[config.mk]
export PLATFORM = sky130hd
export DESIGN_NAME = dsm_cic_decimator
export DESIGN_NICKNAME = d
export VERILOG_FILES = /design/src/rtl/dsm_pkg.sv /design/src/rtl/cic_integrator_chain.sv /design/src/rtl/dsm_cic_decimator.sv
export SDC_FILE = /design/constraint.sdc
export NUM_CORES = 1
export LEC_CHECK = 0
export BUFFER_PORTS_ARGS = -buffer_cell sky130_fd_sc_hd__buf_2
export CAP_MARGIN = 25
export CORE_MARGIN = 2
export CORE_UTILIZATION = 55
export CTS_BUF_LIST = sky130_fd_sc_hd__clkbuf_8
export DETAILED_ROUTE_END_ITERATION = 10
export PLACE_DENSITY = 0.75
export RECOVER_POWER = 50
export SLEW_MARGIN = 40
export SYNTH_ARGS = -nofsm -noshare
export SYNTH_HDL_FRONTEND = slang
export SYNTH_SLANG_ARGS = --single-unit
[constraint.sdc]
create_clock -name aclk -period 3.8 [get_ports aclk]
set_clock_uncertainty 0.1 [all_clocks]
set_input_delay 0.38 -clock aclk [delete_from_list [all_inputs] [get_ports aclk]]
set_output_delay 0.38 -clock aclk [all_outputs]
set_load 0.02 [all_outputs]
[src/rtl/dsm_pkg.sv]
// Shared types and helpers for the delta-sigma receive path.
package dsm_pkg;

  typedef enum logic {
    IDLE = 1'b0,
    COMB = 1'b1
  } cic_state_t;

  // Internal CIC width: bit growth of ORDER stages at ratio 2^log2_decim,
  // plus one bit for the +/-1 input and one sign bit.
  function automatic int cic_aw(input int order, input int log2_decim);
    return order * log2_decim + 2;
  endfunction

  // Arithmetic right shift, then clamp to a signed out_width range.
  // The result is returned in a wide container; callers truncate it.
  function automatic logic signed [63:0] sat_shift(input logic signed [63:0] value,
                                                  input int shift,
                                                  input int out_width);
    logic signed [63:0] sh;
    logic signed [63:0] hi;
    logic signed [63:0] lo;
    sh = value >>> shift;
    hi = (64'sd1 <<< (out_width - 1)) - 64'sd1;
    lo = -(64'sd1 <<< (out_width - 1));
    if (sh > hi)      return hi;
    else if (sh < lo) return lo;
    else              return sh;
  endfunction

endpackage

[src/rtl/cic_integrator_chain.sv]
// Pipelined CIC integrator cascade with decimation phase counter and
// snapshot of the last integrator's next-state value.
module cic_integrator_chain
  import dsm_pkg::*;
#(
  parameter int ORDER      = 3,
  parameter int LOG2_DECIM = 5,
  parameter int AW         = 17
) (
  input  logic                 aclk,
  input  logic                 rst,
  input  logic                 i_accept,
  input  logic                 i_bit,
  output logic                 o_cnt_last,
  output logic                 o_snap_stb,
  output logic signed [AW-1:0] o_snap_val
);

  logic signed [AW-1:0]   r_integ [ORDER];
  logic signed [AW-1:0]   w_next  [ORDER];
  logic signed [AW-1:0]   w_x;
  logic [LOG2_DECIM-1:0]  r_cnt;

  // Bit 1 is +1, bit 0 is -1 (all ones in two's complement).
  assign w_x = i_bit ? AW'(1) : {AW{1'b1}};

  // Next-state of each integrator; stage k adds the registered stage k-1,
  // so each stage contributes one beat of delay. Sums wrap modulo 2^AW.
  always_comb begin
    w_next[0] = r_integ[0] + w_x;
    for (int k = 1; k < ORDER; k++) begin
      w_next[k] = r_integ[k] + r_integ[k-1];
    end
  end

  // Integrators and phase counter advance only on accepted input beats.
  always_ff @(posedge aclk) begin
    if (rst) begin
      for (int k = 0; k < ORDER; k++) r_integ[k] <= '0;
      r_cnt <= '0;
    end else if (i_accept) begin
      for (int k = 0; k < ORDER; k++) r_integ[k] <= w_next[k];
      r_cnt <= r_cnt + LOG2_DECIM'(1);
    end
  end

  assign o_cnt_last = &r_cnt;
  assign o_snap_stb = i_accept && o_cnt_last;
  assign o_snap_val = w_next[ORDER-1];

endmodule

[src/rtl/dsm_cic_decimator.sv]
// CIC (sinc^ORDER) decimator turning a 1-bit DSM stream into signed
// samples on an AXI-stream master. Combs run serially, one per cycle.
module dsm_cic_decimator
  import dsm_pkg::*;
#(
  parameter int ORDER      = 3,
  parameter int LOG2_DECIM = 5,
  parameter int OUT_WIDTH  = 16
) (
  input  logic                        aclk,
  input  logic                        rst,
  input  logic                        s_axis_data_tdata,
  input  logic                        s_axis_data_tvalid,
  output logic                        s_axis_data_tready,
  output logic signed [OUT_WIDTH-1:0] m_axis_data_tdata,
  output logic                        m_axis_data_tvalid,
  input  logic                        m_axis_data_tready
);

  localparam int AW    = cic_aw(ORDER, LOG2_DECIM);
  localparam int SHIFT = ORDER * LOG2_DECIM - (OUT_WIDTH - 1);
  localparam int KW    = (ORDER > 1) ? $clog2(ORDER) : 1;

  cic_state_t                  r_state;
  logic [KW-1:0]               r_k;
  logic signed [AW-1:0]        r_v;
  logic signed [AW-1:0]        r_comb_dly [ORDER];
  logic signed [OUT_WIDTH-1:0] r_tdata;
  logic                        r_tvalid;

  logic                        w_accept;
  logic                        w_cnt_last;
  logic                        w_snap_stb;
  logic signed [AW-1:0]        w_snap_val;
  logic signed [AW-1:0]        w_d;
  logic signed [OUT_WIDTH-1:0] w_sat;

  // Stall only the snapshot beat while a previous sample is still in the
  // comb pipe or waiting in the output register, so it is never overwritten.
  assign s_axis_data_tready = !(w_cnt_last && (r_state != IDLE || r_tvalid));
  assign w_accept           = s_axis_data_tvalid && s_axis_data_tready;

  cic_integrator_chain #(
    .ORDER      (ORDER),
    .LOG2_DECIM (LOG2_DECIM),
    .AW         (AW)
  ) u_integ (
    .aclk       (aclk),
    .rst        (rst),
    .i_accept   (w_accept),
    .i_bit      (s_axis_data_tdata),
    .o_cnt_last (w_cnt_last),
    .o_snap_stb (w_snap_stb),
    .o_snap_val (w_snap_val)
  );

  assign w_d   = r_v - r_comb_dly[r_k];
  assign w_sat = OUT_WIDTH'(sat_shift(64'(w_d), SHIFT, OUT_WIDTH));

  // Comb FSM, output register and output handshake.
  always_ff @(posedge aclk) begin
    if (rst) begin
      r_state  <= IDLE;
      r_k      <= '0;
      r_v      <= '0;
      for (int k = 0; k < ORDER; k++) r_comb_dly[k] <= '0;
      r_tdata  <= '0;
      r_tvalid <= 1'b0;
    end else begin
      if (r_tvalid && m_axis_data_tready) r_tvalid <= 1'b0;
      case (r_state)
        IDLE: begin
          if (w_snap_stb) begin
            r_v     <= w_snap_val;
            r_k     <= '0;
            r_state <= COMB;
          end
        end
        COMB: begin
          r_comb_dly[r_k] <= r_v;
          r_v             <= w_d;
          if (r_k == KW'(ORDER - 1)) begin
            r_tdata  <= w_sat;
            r_tvalid <= 1'b1;
            r_state  <= IDLE;
          end else begin
            r_k <= r_k + KW'(1);
          end
        end
        default: r_state <= IDLE;
      endcase
    end
  end

  assign m_axis_data_tdata  = r_tdata;
  assign m_axis_data_tvalid = r_tvalid;

endmodule

==> qor.json <==
{
  "cts.clk_slew.worst_paths": {"value": 90, "unit": "ps"},
  "die_height": {"value": 134, "unit": "µm"},
  "mostFrequentLayoutCells": {"value": "sky130_fd_sc_hd__edfxtp_1, sky130_fd_sc_hd__nor2_1, sky130_fd_sc_hd__ha_1"},
  "die_width": {"value": 134, "unit": "µm"},
  "post_synth_main_area_contributors": {"value": "sky130_fd_sc_hd__edfxtp_1, sky130_fd_sc_hd__dfxtp_1, sky130_fd_sc_hd__ha_1, sky130_fd_sc_hd__nor2_1, sky130_fd_sc_hd__and3_1"},
  "drt_iter0_drc": {"value": 392},
  "count_of_endpoints_failing_hold_in_the_final_timing_report": {"value": 0},
  "core": {"value": 0.0165, "unit": "mm²"},
  "synth_enable_flop_cells": {"value": 119},
  "drt_pass1_iterations": {"value": 4},
  "postCtsSetupRepairBufs": {"value": 0},
  "worst-endpoint-required": {"value": 4060, "unit": "ps"},
  "die_area": {"value": 0.0178, "unit": "mm²"},
  "cts.htree.levels": {"value": 4},
  "final_cells": {"value": 1111},
  "hold_class": {"value": "in2reg"},
  "power_leakage": {"value": 4.10, "unit": "nW"},
  "area_share_of_fa_ha_maj_cells_after_synthesis": {"value": 0.102},
  "fmax": {"value": 0.278, "unit": "GHz"},
  "timing.final.max_slew_violations": {"value": 0},
  "finish.net_count": {"value": 956},
  "hold_ws": {"value": 84.4, "unit": "ps"},
  "holdCritStartpoint": {"value": "m_axis_data_tready"},
  "grt_pass1_wl": {"value": 31300, "unit": "µm"},
  "rows": {"value": 47},
  "postSynthCellCount": {"value": 836},
  "grt_util_all_layers": {"value": 0.226},
  "yosys_warnings": {"value": 0},
  "crit_path_max_fanout": {"value": 11},
  "syn_area": {"value": 0.00923, "unit": "mm²"},
  "powerDensity": {"value": 403, "unit": "mW/mm²"},
  "layout_worst_path_cycle_share": {"value": 0.946},
  "biggest_area_consumer_among_synthesized_cells": {"value": "sky130_fd_sc_hd__edfxtp_1"},
  "route.antenna.remaining_nets": {"value": 0},
  "cp_data_arrival_time": {"value": 3860, "unit": "ps"},
  "run_status": {"value": "finished clean"},
  "vias": {"value": 6478},
  "post_synth_mux_area_share": {"value": 0.0461},
  "cts-hold-fix-buffers": {"value": 0},
  "vdd.ir_drop.worst": {"value": 227, "unit": "µV"},
  "synth_top_family_by_area": {"value": "simple AND/OR/NAND/NOR gates"},
  "detail_route.wirelength": {"value": 19200, "unit": "µm"},
  "synth.yosys.seq_area_share": {"value": 0.482},
  "drive_above_1_share": {"value": 0.0976},
  "synth_xor_xnor_area_share": {"value": 0.0482},
  "placed_cells_incl_taps": {"value": 1079},
  "post_synthesis_area_per_instance": {"value": 11.0, "unit": "µm²"},
  "post-route-util": {"value": 0.613},
  "grt_pass1_vias": {"value": 6334},
  "finalWorstPathRequiredPeriod": {"value": 3590, "unit": "ps"},
  "initial_antenna_violation_count": {"value": 0},
  "clock-root-buffer": {"value": "sky130_fd_sc_hd__clkbuf_8"},
  "layout_overhead_on_the_synthesized_area": {"value": 9.74, "unit": "%"},
  "number_of_nets_in_the_synthesized_netlist": {"value": 914},
  "hpwlAfterDp": {"value": 13900, "unit": "µm"},
  "worstSetupPathType": {"value": "reg2reg"},
  "cts.sinks": {"value": 163},
  "drc": {"value": 0},
  "i_o_pins": {"value": 23},
  "synth_flop_cell": {"value": "sky130_fd_sc_hd__edfxtp_1"},
  "max-cap-violations": {"value": 0},
  "synth_compound_area_frac": {"value": 0.137},
  "synth_top_cell_area_share": {"value": 0.387},
  "rsz0062_at_grt": {"value": "false"},
  "antenna_cells_inserted": {"value": 0},
  "cts.path.max_buffers": {"value": 2},
  "cts_buffer_count": {"value": 17},
  "yosys_register_bits": {"value": 163},
  "timing_worst_slew_pin_value": {"value": 1400, "unit": "ps"},
  "viasPerCell": {"value": 5.83},
  "synth-simple-area-share": {"value": 0.156},
  "initial_core_util": {"value": 0.559},
  "element_type_at_the_critical_path_start": {"value": "flip-flop"},
  "tritoncts": {"value": "built"},
  "post_drt_wl_per_cell": {"value": 17.3, "unit": "µm"},
  "post_synth_num_cell_types": {"value": 63},
  "clock_latency_on_the_worst_skew_pair": {"value": 470, "unit": "ps"},
  "relSlewSlack": {"value": 0.0654},
  "final_weighted_congestion_in_routability_driven_placement": {"value": 0.892},
  "ys_async_sr_fraction": {"value": 0},
  "overflow_left_after_global_routing": {"value": 0},
  "setup_viol_count_final": {"value": 0},
  "place.port_buffers": {"value": 22},
  "cp-end-kind": {"value": "flip-flop"},
  "leading_cell_type_in_the_layout_fill_and_taps_excluded": {"value": "sky130_fd_sc_hd__edfxtp_1"},
  "grt_max_degree": {"value": 36}
}
[per-stage QoR]
step	total power, mW	instance area [µm²]	worst slack [ps]	TNS, ps
final	4.09	10100	205	0
after global routing	4.27	10100	16.0	0
after CTS	4.10	10200	79.6	0
after detailed placement	2.78	9740	-155	-1410
after global placement	2.76	9730	-60.4	-360
after floorplan	2.62	9240	28.3	0
[worst max-delay path, stage by stage, from the launching register on]
cell and delay (ps):
sky130_fd_sc_hd__dfxtp_4 380, sky130_fd_sc_hd__mux4_2 330, sky130_fd_sc_hd__ha_1 130, sky130_fd_sc_hd__inv_1 60, sky130_fd_sc_hd__fa_1 380, sky130_fd_sc_hd__a211oi_1 320
sky130_fd_sc_hd__o21ai_0 210, sky130_fd_sc_hd__a31o_2 250, sky130_fd_sc_hd__a2111oi_2 400, sky130_fd_sc_hd__a211oi_2 120, sky130_fd_sc_hd__xnor2_2 160, sky130_fd_sc_hd__o21a_2 310
sky130_fd_sc_hd__a221o_1 330
[flip-flops by register name (all words and copies together) (netlist names), named ones only]
| signal | flops |
|---|---|
| r_k | 2 |
| u_integ.r_cnt | 5 |
| r_state | 1 |
| r_comb_dly | 68 |
| r_v | 17 |
| u_integ.r_integ | 51 |
| m_axis_data_tvalid | 1 |
| m_axis_data_tdata | 16 |
[final timing paths]
path	cells past startpoint	slack [ps]	endpoint
max	12	210	m_axis_data_tdata[3]
min	3	80	m_axis_data_tvalid
max reg2reg	12	210	m_axis_data_tdata[3]
min reg2reg	2	370	u_integ.r_cnt[4]
[logic make-up after synthesis]
logic type      Yosys count
simple gates            277
compound gates          190
flops                   163
fa+ha+maj                73
buf+inv                  64
xor+xnor                 50
mux                      19
[area by class of cell]
| cell class | instances | area (µm²) |
|---|---|---|
| repair buffers | 52 | 319 |
| fillers | 1363 | 6390 |
| inverters | 35 | 131 |
| clock inverters | 15 | 184 |
| clock buffers | 17 | 234 |
| flip-flops and latches | 163 | 4460 |
| well taps | 220 | 275 |
| multi-input cells | 609 | 4530 |
[per-layer routing]
| layer | share of wire | global-route usage |
|---|---|---|
| met5 | 0 | 0 |
| met4 | 0.018 | 0.0774 |
| met3 | 0.036 | 0.0381 |
| met2 | 0.50 | 0.392 |
| met1 | 0.44 | 0.288 |
[timing repair]
action | in CTS | in global routing
endpoints found under the setup margin | 11 | 16
resized for setup | 3 | 5
pin swaps | 0 | 0
[cells in the mapped netlist, drive strengths merged, types with 17 or more instances]
master	instances
ha	69
and2	28
clkbuf	24
inv	35
o21ai	36
nand2	34
nand3	27
edfxtp	119
dfxtp	44
a21oi	53
xnor2	23
and3	43
nor2	72
xor2	27
mux4	17
[report_power, final]
part / internal, mW / leakage [nW] / total [mW] / switching, mW
clock: 0.657 / 0.202 / 1.34 / 0.687
combinational: 0.294 / 2.37 / 0.683 / 0.389
sequential: 2.01 / 1.53 / 2.06 / 0.0508
Note: power is estimated with default switching activity, not from simulation.
